**src/rtl/loader_pkg.sv**
```systemverilog
// Shared types and constants for the boot-time instruction loader.
package loader_pkg;

  typedef enum logic [2:0] {
    StSync,
    StCount,
    StData,
    StCheck,
    StDone,
    StErr
  } state_e;

  localparam logic [7:0] SyncByteDefault = 8'hA5;

endpackage

```
**src/rtl/instr_loader.sv**
```systemverilog
// Receives a framed byte stream, writes little-endian words into instruction RAM and
// holds the CPU in reset until a complete image with a matching XOR checksum has landed.
module instr_loader
  import loader_pkg::*;
#(
  parameter int unsigned DEPTH     = 64,
  parameter logic [7:0]  SYNC_BYTE = SyncByteDefault
) (
  input  logic        clk,
  input  logic        reset,
  input  logic [7:0]  rx_data,
  input  logic        rx_valid,
  output logic        rx_ready,
  output logic [31:0] instr_wAddr,
  output logic [31:0] instr_wData,
  output logic        instr_we,
  output logic        cpu_hold,
  output logic        load_done,
  output logic        load_err
);

  localparam int unsigned IdxW     = $clog2(DEPTH) + 1;
  localparam logic [7:0]  MaxCount = 8'(DEPTH);

  state_e            r_state_q, w_state_d;
  logic [IdxW-1:0]   r_cnt_q, w_cnt_d;
  logic [IdxW-1:0]   r_widx_q, w_widx_d;
  logic [1:0]        r_bidx_q, w_bidx_d;
  logic [7:0]        r_chk_q, w_chk_d;
  logic [23:0]       r_asm_q, w_asm_d;
  logic              r_we_q, w_we_d;
  logic [31:0]       r_waddr_q, w_waddr_d;
  logic [31:0]       r_wdata_q, w_wdata_d;
  logic              r_hold_q, w_hold_d;
  logic              r_done_q, w_done_d;
  logic              r_err_q, w_err_d;
  logic              w_fire;
  logic              w_is_sync;
  logic [IdxW-1:0]   w_widx_inc;

  // The RAM takes a write every cycle, so the only time we refuse bytes is under reset.
  assign rx_ready   = ~reset;
  assign w_fire     = rx_valid & rx_ready;
  assign w_is_sync  = (rx_data == SYNC_BYTE);
  assign w_widx_inc = r_widx_q + IdxW'(1);

  always_comb begin
    w_state_d = r_state_q;
    w_cnt_d   = r_cnt_q;
    w_widx_d  = r_widx_q;
    w_bidx_d  = r_bidx_q;
    w_chk_d   = r_chk_q;
    w_asm_d   = r_asm_q;
    w_we_d    = 1'b0;
    w_waddr_d = r_waddr_q;
    w_wdata_d = r_wdata_q;
    w_hold_d  = r_hold_q;
    w_done_d  = r_done_q;
    w_err_d   = r_err_q;

    unique case (r_state_q)
      StSync: begin
        if (w_fire && w_is_sync) w_state_d = StCount;
      end
      StCount: begin
        if (w_fire) begin
          if ((rx_data == 8'd0) || (rx_data > MaxCount)) begin
            w_state_d = StErr;
            w_err_d   = 1'b1;
            w_hold_d  = 1'b1;
          end else begin
            w_state_d = StData;
            w_cnt_d   = IdxW'(rx_data);
            w_widx_d  = '0;
            w_bidx_d  = '0;
            w_chk_d   = '0;
          end
        end
      end
      StData: begin
        if (w_fire) begin
          w_asm_d  = {rx_data, r_asm_q[23:8]};
          w_chk_d  = r_chk_q ^ rx_data;
          w_bidx_d = r_bidx_q + 2'd1;
          if (r_bidx_q == 2'd3) begin
            w_we_d    = 1'b1;
            w_waddr_d = 32'({r_widx_q, 2'b00});
            w_wdata_d = {rx_data, r_asm_q};
            w_widx_d  = w_widx_inc;
            if (w_widx_inc == r_cnt_q) w_state_d = StCheck;
          end
        end
      end
      StCheck: begin
        if (w_fire) begin
          if (rx_data == r_chk_q) begin
            w_state_d = StDone;
            w_done_d  = 1'b1;
            w_hold_d  = 1'b0;
          end else begin
            w_state_d = StErr;
            w_err_d   = 1'b1;
            w_hold_d  = 1'b1;
          end
        end
      end
      StDone, StErr: begin
        // A fresh sync byte re-arms the loader and re-asserts the CPU hold.
        if (w_fire && w_is_sync) begin
          w_state_d = StCount;
          w_hold_d  = 1'b1;
          w_done_d  = 1'b0;
          w_err_d   = 1'b0;
        end
      end
      default: w_state_d = StSync;
    endcase
  end

  always_ff @(posedge clk or posedge reset) begin
    if (reset) begin
      r_state_q <= StSync;
      r_cnt_q   <= '0;
      r_widx_q  <= '0;
      r_bidx_q  <= '0;
      r_chk_q   <= '0;
      r_asm_q   <= '0;
      r_we_q    <= 1'b0;
      r_waddr_q <= '0;
      r_wdata_q <= '0;
      r_hold_q  <= 1'b1;
      r_done_q  <= 1'b0;
      r_err_q   <= 1'b0;
    end else begin
      r_state_q <= w_state_d;
      r_cnt_q   <= w_cnt_d;
      r_widx_q  <= w_widx_d;
      r_bidx_q  <= w_bidx_d;
      r_chk_q   <= w_chk_d;
      r_asm_q   <= w_asm_d;
      r_we_q    <= w_we_d;
      r_waddr_q <= w_waddr_d;
      r_wdata_q <= w_wdata_d;
      r_hold_q  <= w_hold_d;
      r_done_q  <= w_done_d;
      r_err_q   <= w_err_d;
    end
  end

  assign instr_we    = r_we_q;
  assign instr_wAddr = r_waddr_q;
  assign instr_wData = r_wdata_q;
  assign cpu_hold    = r_hold_q;
  assign load_done   = r_done_q;
  assign load_err    = r_err_q;

endmodule

```
**config.mk**
```make
export PLATFORM = sky130hd
export DESIGN_NAME = instr_loader
export DESIGN_NICKNAME = d
export VERILOG_FILES = /design/src/rtl/loader_pkg.sv /design/src/rtl/instr_loader.sv
export SDC_FILE = /design/constraint.sdc
export NUM_CORES = 1
export LEC_CHECK = 0
export CAP_MARGIN = 20
export CORE_UTILIZATION = 40
export DETAILED_ROUTE_END_ITERATION = 10
export PLACE_DENSITY_LB_ADDON = 0.1
export SKIP_LAST_GASP = 1
export SYNTH_ARGS = -nofsm -noshare
export SYNTH_HDL_FRONTEND = slang
export SYNTH_SLANG_ARGS = --single-unit
```
**constraint.sdc**
```tcl
create_clock -name clk -period 8.9 [get_ports clk]
set_input_delay 1.78 -clock clk [delete_from_list [all_inputs] [get_ports clk]]
set_output_delay 1.78 -clock clk [all_outputs]
set_load 0.005 [all_outputs]
```
==> impl_metrics.yaml <==
routing:
  wl_per_cell_um: 14.50
  detail-route-antenna-nets: 0
  drt-vias-per-instance: 4.965
  drt-initial-drc-count: 128
  via_count: 2984
  postRouteWirelength_mm: 8.714
  drt-pass1-iter-count: 4
  drc_errors: 0
worst_setup_path:
  crit_arrival_ps: 3180
  reg2regPathDepth: 6
  path_common_cell: "clkdlybuf4s50_1"
  r2r_setup_slack_ps: 6160
  critPathBufInv: 3
  critical_path.slowest_cell: "clkdlybuf4s50_1"
  r2r-start: "r_state_q[1]$_DFFE_PP0P_"
  path_delay_family: "buffers and inverters"
  start_kind: "input port"
  critPathCaptureType: "primary output"
  crit_fanout: 34
  slowest_delay_ps: 580
  crit_type: "in2out"
  path_cells: "clkdlybuf4s50_1 > inv_4 > clkdlybuf4s50_1"
  required_ps: 7120
  regToRegEndpoint: "instr_wData[17]$_DFFE_PP0P_"
logic_synthesis:
  synth_top_area_share_pct: 52.66
  avgSynthCellArea_um2: 10.78
  yosysUniqueCellTypes: 52
  synth_top_cell_by_area: "dfrtp_1"
  ys_seq_elements: 94
  yosys-top-cells-area: "dfrtp_1 (53%), mux2_2 (9.9%), nand2_1 (7.6%)"
  synth_edf_count: 0
  netlist_instances: 410
  ys_seq_area_share_pct: 53.26
  synthArstFlopShare_pct: 100.0
  syn_area_mm2: 0.004419
  yosysWarnings: 0
  synth_top_flop_cell: "dfrtp_1"
clocking:
  htreeDepth: 3
  cts_resized: 0
  cts_setup_buffers: 0
  clk_latency_ps: 370
  postCtsHoldBufs: 0
  cts.sinks: 94
  cts_buffer_depth: 2
  cts_root_buf: "clkbuf_8"
  cts_inserted_buffers: 9
  path_clk_slew_ps: 90
  cts_tree: "done"
place:
  port_buffers: 54
  postPlaceCellArea_mm2: 0.004937
  dp_hpwl_mm: 5.697
  place.gp.congestion: 0.7966
sta:
  setup_viol: 0
  tightest_slew_ps: 1024
  final-hold-violation-count: 0
  fin_crit_sh_pct: 55.72
  maxSlewHeadroom_pct: 31.48
  fin_setup_tns_ps: 0
  period_needed_ps: 4959
  rsz0062_at_grt: "false"
  slew_violations: 0
  fmax_ghz: 0.2017
  fin_worst_skew_ps: 14.70
floorplanning:
  die_h_um: 107.1
  io_pins: 80
  start_util_pct: 40.95
  dieArea_mm2: 0.01147
  design.core.area_mm2: 0.01079
  die_w_um: 107.1
  rows: 38
finish:
  synthToLayoutAreaGrowth_pct: 15.94
  fin_util_pct: 47.47
  drive_gt1_share_pct: 16.70
  n_antenna_cell: 0
  design_area_mm2: 0.005124
  layout.nets: 469
power:
  p_sw_share_pct: 28.80
  p_clk_share_pct: 30.4
  powerDensity_mw_per_mm2: 175.0
  combPwrFrac_pct: 13.8
  p_sw_uw: 258.3
  p_seq_share_pct: 55.8
  p_int_uw: 638.5
  p_leak_nw: 2.478
  ir_drop_mv: 0.07474
run:
  cap_violations: 0
global_routing:
  antenna_found_initial: 0
  grt_usage_pct: 16.68
  grt_pass1_wl_mm: 14.81
  grt_max_degree: 63
  gr-total-overflow: 0
  grt_pass1_vias: 2947
hold_path:
  min_from: "r_asm_q[3]$_DFFE_PP0P_"
  hold_class: "reg2reg"
  min_to: "r_asm_q[3]$_DFFE_PP0P_"
  hold_depth: 2
outcome:
  status: "finished clean"
[synthesized netlist by cell type, types with 4 or more instances]
cell type  instances
a21oi_1            6
a31oi_1            5
inv_1              6
mux2_4             7
nor3_1             7
mux2_2            39
nor2b_1            4
nand2_1           90
dfrtp_1           93
o21ai_1            4
nand3_1            4
o21ai_0           20
nor2_1            19
xnor2_1           11
nand4_1            4
clkbuf_1          10
buf_4             26
buf_6              4
buf_2              6
xor2_1             5
[how the worst max path moves through the flow]
stage	from	end	slack, ps	cells after the start
floorplan	reset	rx_ready	3380	1
global placement	reset	rx_ready	3920	3
detailed placement	reset	rx_ready	3900	3
CTS	reset	rx_ready	3900	3
global route	reset	rx_ready	3830	3
finish	reset	rx_ready	3940	3
[state kept, by name, summed over array words and instances, names as in the netlist]
register,count
instr_we,1
instr_wAddr,7
r_widx_q,7
r_state_q,3
cpu_hold,1
r_cnt_q,7
load_done,1
load_err,1
r_bidx_q,2
r_asm_q,24
instr_wData,32
r_chk_q,8
[power groups by stage]
stage	logic, mW	registers (mW)	clock network (mW)
6_report	0.123	0.501	0.273
5_1_grt	0.138	0.507	0.301
4_1_cts	0.124	0.500	0.287
3_5_place_dp	0.124	0.508	0
3_3_place_gp	0.121	0.506	0
2_1_floorplan	0.105	0.496	0
[kinds of logic (layout without fill, tap and decap cells)]
group,after synthesis,count (layout),share of synthesized area [%]
AO/OA/AOI/OAI,52,52,7.616
XOR/XNOR,16,16,3.171
adder cells (fa/ha/maj),2,2,0.5662
buffers and inverters,53,80,7.814
flip-flops,94,94,53.26
multiplexers,48,48,12.77
other,1,25,0.08486
AND/OR/NAND/NOR,144,144,14.72
[per-stage QoR]
step / std cells / hold slack (ps) / setup WS [ps] / total power [mW]
2_1_floorplan: 434 / 441.8 / 3376 / 0.6016
3_3_place_gp: 585 / 459.0 / 3920 / 0.6278
3_5_place_dp: 585 / 460.2 / 3904 / 0.6322
5_1_grt: 601 / 500.8 / 3829 / 0.9458
4_1_cts: 601 / 486.8 / 3903 / 0.9110
6_report: 601 / 478.4 / 3941 / 0.8968
[cell usage in the layout (no fill, tap or decap), types with 2 or more instances in the layout]
cell type	instances
nand4_1	4
inv_8	2
nor2b_1	4
o21ai_0	20
clkdlybuf4s50_1	54
xor2_1	5
nor3_1	7
inv_1	5
clkbuf_8	9
a21o_1	2
a22o_1	2
a211oi_1	2
mux2_2	39
nand2b_1	2
a31oi_1	5
nand3_1	4
conb_1	25
ha_1	2
inv_6	3
or4_1	2
nor2_1	19
mux2i_1	2
nand2_1	89
xnor2_1	11
buf_4	4
o21ai_1	4
a21oi_1	6
dfrtp_1	93
and3_1	2
mux2_4	7
[worst reg2reg max path, stage by stage, from the launching register on]
cell and delay (ps):
dfrtp_1 570, nor2b_1 220, nand2_1 210, nor2_2 130, buf_4 310, nand2_2 640
mux2_2 560
[layout make-up]
cell class	instances	area [um^2]
clock buffer	9	123.9
clock inverter	7	62.56
fill	1036	5669
inverter	6	25.02
multi-input combinational	287	1813
sequential	94	2354
tap	140	175.2
timing repair buffer	58	570.5
[metal layers]
| metal | part of all wire (%) | GRT usage (%) |
|---|---|---|
| met2 | 47 | 26.54 |
| met4 | 1.7 | 6.751 |
| met5 | 0 | 0 |
| met1 | 47 | 22.31 |
| met3 | 3.9 | 3.283 |
Note: power is estimated with default switching activity, not from simulation.
